## config.mk

```make
export PLATFORM = sky130hd
export DESIGN_NAME = pipe_stage_skid
export DESIGN_NICKNAME = d
export VERILOG_FILES = /design/src/rtl/pipe_stage_skid.sv
export SDC_FILE = /design/constraint.sdc
export NUM_CORES = 1
export LEC_CHECK = 0
export ABC_AREA = 1
export BUFFER_PORTS_ARGS = -buffer_cell sky130_fd_sc_hd__buf_4
export CORE_MARGIN = 2
export CORE_UTILIZATION = 35
export CTS_CLUSTER_SIZE = 25
export DETAILED_ROUTE_END_ITERATION = 16
export GPL_TIMING_DRIVEN = 0
export PLACE_DENSITY = 0.52
export REMOVE_ABC_BUFFERS = 1
export SYNTH_ARGS = -nofsm -noshare
export SYNTH_HDL_FRONTEND = slang
export SYNTH_SLANG_ARGS = --single-unit
```

## constraint.sdc

```tcl
create_clock -name clk -period 1.6 [get_ports clk]
set_input_delay 0 -clock clk [delete_from_list [all_inputs] [get_ports clk]]
set_output_delay 0 -clock clk [all_outputs]
set_load 0.02 [all_outputs]
```

## src/rtl/pipe_stage_skid.sv

```systemverilog
// Valid/ready pipeline stage register carrying an opaque DATA_W payload.
// Optional 2-entry skid buffer gives a registered in_ready; flush discards all held entries.
module pipe_stage_skid #(
  parameter int unsigned DATA_W    = 128,
  parameter int unsigned SKID      = 1,
  parameter int unsigned FLUSH_CLR = 1
) (
  input  logic              clk,
  input  logic              rst,
  input  logic              flush,
  input  logic              stall,
  input  logic              in_valid,
  output logic              in_ready,
  input  logic [DATA_W-1:0] in_data,
  output logic              out_valid,
  input  logic              out_ready,
  output logic [DATA_W-1:0] out_data,
  output logic [1:0]        occupancy
);

  typedef enum logic [1:0] {EMPTY, ONE, TWO} state_t;

  logic acc;
  logic drn;
  logic clr;

  assign acc = in_valid & in_ready;
  assign drn = out_valid & out_ready & ~stall;
  assign clr = rst | flush;

  generate
    if (SKID != 0) begin : g_skid
      state_t            state_q;
      logic              valid_q;
      logic              ready_q;
      logic [1:0]        occ_q;
      logic [DATA_W-1:0] head_q;
      logic [DATA_W-1:0] skid_q;

      // Outputs are updated alongside the state so in_ready comes straight from a flop.
      always_ff @(posedge clk) begin
        if (clr) begin
          state_q <= EMPTY;
          valid_q <= 1'b0;
          ready_q <= 1'b1;
          occ_q   <= 2'd0;
        end else begin
          case (state_q)
            EMPTY: if (acc) begin
              state_q <= ONE;
              valid_q <= 1'b1;
              occ_q   <= 2'd1;
            end
            ONE: if (acc && !drn) begin
              state_q <= TWO;
              ready_q <= 1'b0;
              occ_q   <= 2'd2;
            end else if (!acc && drn) begin
              state_q <= EMPTY;
              valid_q <= 1'b0;
              occ_q   <= 2'd0;
            end
            TWO: if (drn) begin
              state_q <= ONE;
              ready_q <= 1'b1;
              occ_q   <= 2'd1;
            end
            default: begin
              state_q <= EMPTY;
              valid_q <= 1'b0;
              ready_q <= 1'b1;
              occ_q   <= 2'd0;
            end
          endcase
        end
      end

      // Payload has no reset at all unless FLUSH_CLR is set.
      always_ff @(posedge clk) begin
        if ((FLUSH_CLR != 0) && clr) begin
          head_q <= '0;
          skid_q <= '0;
        end else if (!clr) begin
          case (state_q)
            EMPTY: if (acc) head_q <= in_data;
            ONE: begin
              if (acc && drn) head_q <= in_data;
              else if (acc)   skid_q <= in_data;
            end
            TWO: if (drn) head_q <= skid_q;
            default: ;
          endcase
        end
      end

      assign in_ready  = ready_q;
      assign out_valid = valid_q;
      assign out_data  = head_q;
      assign occupancy = occ_q;
    end else begin : g_single
      logic              valid_q;
      logic [DATA_W-1:0] data_q;

      always_ff @(posedge clk) begin
        if (clr)      valid_q <= 1'b0;
        else if (acc) valid_q <= 1'b1;
        else if (drn) valid_q <= 1'b0;
      end

      always_ff @(posedge clk) begin
        if ((FLUSH_CLR != 0) && clr) data_q <= '0;
        else if (!clr && acc)        data_q <= in_data;
      end

      assign in_ready  = ~valid_q | drn;
      assign out_valid = valid_q;
      assign out_data  = data_q;
      assign occupancy = {1'b0, valid_q};
    end
  endgenerate

endmodule

```

* Yosys cells after proc, flatten, opt, wreduce, memory -nomap -nowiden
Index checks and enable logic that the tools add are counted.
** Operators by class
- Reductions and logical operators :: 12
- Bitwise gates (word level) :: 8
- Muxes and demuxes :: 16
- Equal/unequal tests :: 9
** Operator list (count)
- 128-bit two-way mux :: 3
- 128-bit one-hot mux with 3 select lines :: 1
- 2-bit inequality test, second input constant :: 6
- 3-bit AND reduction :: 3
- 2-bit two-way mux :: 4
- 4-bit AND reduction :: 2
- 1-bit one-hot mux with 3 select lines :: 2
- 2-bit one-hot mux with 3 select lines :: 1
- 1-bit two-way mux :: 5
- 1-bit NOT :: 4
- 1-bit bitwise AND :: 3
- 1-bit logical AND :: 3
- 3-bit inequality test, second input constant :: 1
- 3-bit nonzero test :: 1
- 2-bit by 1-bit == test with 1-bit output, second input constant :: 1
- 2-bit == test, second input constant :: 1
- 1-bit logical NOT :: 2
- 2-bit logical NOT :: 1
- 1-bit bitwise OR :: 1
** Word-level totals
- Input port bits :: 134
- Register bits after elaboration :: 260
- Output and inout port bits :: 132

* Longest topological paths before layout
- Word-level depth :: 6
- Depth in mapped cells :: 12
- Gate-level depth less buffers :: 10

* Worst setup path after synthesis
Ideal clock, no wire load.
- Kind :: reg2reg
- Start point :: register g_skid.valid_q, in the netlist out_valid
- End point :: register g_skid.head_q[0], in the netlist out_data[0]
- Stages on the path, launching flop included :: 11
- Path slack :: -0.026 ns
- Path buffers :: 2
- Arrival time :: 1.513 ns
- Data required time :: 1.487 ns
- Cell sequence :: dfxtp_1 > nand3_1 > inv_1 > ha_1 > nand2_1 > nand2_1 > nand3_2 > buf_6 > buf_4 > nor2_1 > nor2_1
** Between the ends
- Word-level cells in the longest chain between the ends :: 5
- Elaborated cells between the ends (all ways) :: 6
- Classes of those cells :: 2 x eq/ne; 2 x bitwise; 2 x reduce/logical
** RTL lines
- from (decl) :: line 34 : logic valid_q;
- from (signal assigned) :: line 44 : valid_q <= 1'b0;
- from (signal assigned) :: line 51 : valid_q <= 1'b1;
- from (signal assigned) :: line 60 : valid_q <= 1'b0;
- 1-bit bitwise AND * (2 in series) :: line 28 : assign drn = out_valid & out_ready & ~stall;
- 1-bit logical AND :: line 87 : if (acc && drn) head_q <= in_data;
- 2-bit inequality test (no line)
- 4-bit AND reduction (no line) *
- to (signal assigned) :: line 85 : EMPTY: if (acc) head_q <= in_data;
- to (signal assigned) :: line 87
- to (signal assigned) :: line 90 : TWO: if (drn) head_q <= skid_q;
- to (decl) :: line 37 : logic [DATA_W-1:0] head_q;
Mark *: on every way between the ends. The rest lies on a longest branch, timed or not.
A chain may end at the register's enable or synchronous reset.

==> metrics.txt <==
status complete, but fails checks; failing checks setup timing; Clock Skews 12.0 ps; CP Data Required Time 2090 ps; CTS Buf Count 30; Clk pwr share 38.6%; H-tree depth reported by CTS 1; layout cells sized above 1 29.5%; hold wc startpoint stall; residual DRC count 0; Hold Path Cell Cnt 7; final worst slack -72.7 ps; R2R depth 9; Synth cell types 20; top cells by area, synth dfxtp_1, nand2_1, inv_1; Post-Syn Area per Cell 6.72 µm²; number of synthesized register bits 260; fraction of registers with async set/reset 0%; most frequent cells in the layout nand2_1, buf_4, inv_1, dfxtp_1, nor2_1; post-synth top area share 45.9%; GR Util All Layers 23.0%; R2R Setup Slk -70 ps; grt ovf 0; CTS tree done; crit path kind reg2reg; Max clock buf depth 3; RSZ-0062 raised after global routing true; Relative slew margins 70.2%; area growth from synthesis to layout 63.0%; Logic pwr share 21.5%; worst IR drop on VDD 0.802 mV; Starting DRT DRC Count 710; number of vias per cell 4.73; Routed Antenna Nets 0; nets 2245; Die Wd 184 µm; Die Ht 184 µm; final critical-path required period 1670 ps; Mapped Cells 1690; Worst-Margin Slew 443 ps; switching part of the total 28.1%; Clock Tree Root clkbuf_16; # fillers 2896; die footprint 33900 µm²; leakage power 7.96 nW; Crit Path Max Fanout 22; first-pass GRT wire length 61200 µm; Max-Cap Viols 0; Skew-Pair Late Insertion Delay 550 ps; Final setup viols 72; CP Launch Type flop; Most used DFF post-synth dfxtp_1; Peak Freq 598 MHz; final worst-path cycle share 105%; TNS Setup -1960 ps; number of global-route vias before repair 10.9k; RR Endpoint out_data[53]; IO Pins 266; commonest non-fill, non-tap cell in the layout nand2_1; row count 65; CTS sink count 260; cell taking the most area after synthesis dfxtp_1; Max Slew Vio Count 0; sequential share of the synthesized area 45.9%; initial antenna violation count 3; R2R Path Start occupancy[1]; effective utilization at floorplan 35.8%; Reg area 5220 µm²; largest net degree at the start of global routing 67; Critical Path Sink Type flop; DR pass1 iterations 5; area occupied by multi-input gates 5670 µm²; WL/cell 17.3 µm; Synth Cell Area 11300 µm²; Pwr per Cell Area 924 nW/µm²; routability congestion estimate from global placement 0.755; HPWL Detailed 17800 µm; routed vias 12.0k; Hold Crit Class in2reg; number of synthesis warnings 0; Worst Hold Endpoint occupancy[0]; # port buffers 265; Hold Violations, Final 0; cell internal pwr 12.3 mW; NetSw 4.80 mW; Clock transition at path regs 60 ps; crit path DAT 2170 ps; Core Area 31700 µm²; DRT Wirelength 43800 µm; sequential fraction of design power 39.9%; Post-synth EDFFs 0; Min Hold Slack 37.7 ps
## Yosys cell counts (13+ instances only)
master      n
dfxtp_1   260
clkbuf_1   44
inv_1     261
a21oi_1   131
o21ai_0   180
o21ai_1    78
buf_2      37
buf_4      13
buf_6      18
nand2_1   392
nor2_1    260
## critical path, stage by stage (launching register included)
cell,delay (ps)
dfxtp_4,390
inv_4,60
nor2_4,120
buf_4,140
buf_12,150
inv_16,90
clkbuf_16,210
o21ai_1,270
nor2_4,70
nor2_2,80
## timing repair
item,4_1_cts,5_1_grt
pin swaps,8,97
cloned,28,26
gates resized for setup,78,326
endpoints found under the setup margin,257,241
endpoints found under the hold margin,259,0
buffers inserted,29,9
hold buffers,131,0
## cell type report
cell class | instances | share of cell area [%]
timing repair inverter | 4 | 0.270
sequential | 260 | 28.2
multi-input combinational | 1063 | 30.7
antenna | 3 | 0.0406
clock buffer | 49 | 4.94
inverter | 264 | 5.48
timing repair buffer | 485 | 27.6
clock inverter | 4 | 0.108
tap | 402 | 2.72
## logic make-up (layout without fill, tap and decap cells)
logic type | Yosys count | in the layout | synth area share [%]
buffers and inverters | 376 | 806 | 14.5
adder cells (fa/ha/maj) | 3 | 3 | 0.331
AND/OR/NAND/NOR | 661 | 670 | 22.1
flip-flops | 260 | 260 | 45.9
other | 0 | 3 | 0
AO/OA/AOI/OAI | 390 | 390 | 17.2
## stage by stage
stage | utilization, % | worst slack, ps | power [mW] | std cells | area, µm²
after floorplan | - | -3290 | 8.28 | 1578 | 10700
after global placement | 41.6 | -7280 | 9.26 | 2245 | 13200
after detailed placement | 42.6 | -969 | 9.06 | 2257 | 13500
after CTS | 53.4 | -22.6 | 16.5 | 2498 | 17000
after global routing | 58.3 | -124 | 17.8 | 2534 | 18500
final | 58.3 | -72.7 | 17.1 | 2534 | 18500
## how the worst max path moves through the flow
stage	from	endpoint	slack [ps]	cells after the start
floorplan	flush	in_ready	-3290	4
global placement	rst	in_ready	-7280	5
detailed placement	out_valid	out_data[120]	-970	10
CTS	out_valid	out_data[101]	-20	11
global route	occupancy[1]	out_data[12]	-120	9
finish	occupancy[1]	out_data[53]	-70	9
## power by group through the flow
stage	Clock, mW	Combinational, mW	Sequential, mW
after detailed placement	0	2.10	6.96
after floorplan	0	1.11	7.18
after CTS	6.71	2.99	6.82
after global routing	6.99	3.95	6.85
after global placement	0	2.30	6.96
final	6.61	3.67	6.82
## per-layer routing
layer,track usage (%),routed length [µm],vias up
li1,-,-,6039
met1,30.7,19900,5581
met2,38.4,20500,339
met3,4.95,2840,34
met4,4.26,570,0
met5,0,0,-
## sequential cells by signal (all words and copies together) (netlist names)
register,count
g_skid.skid_q,128
out_data,128
occupancy,2
in_ready,1
out_valid,1
No activity file was read; power rests on OpenSTA's default activity.
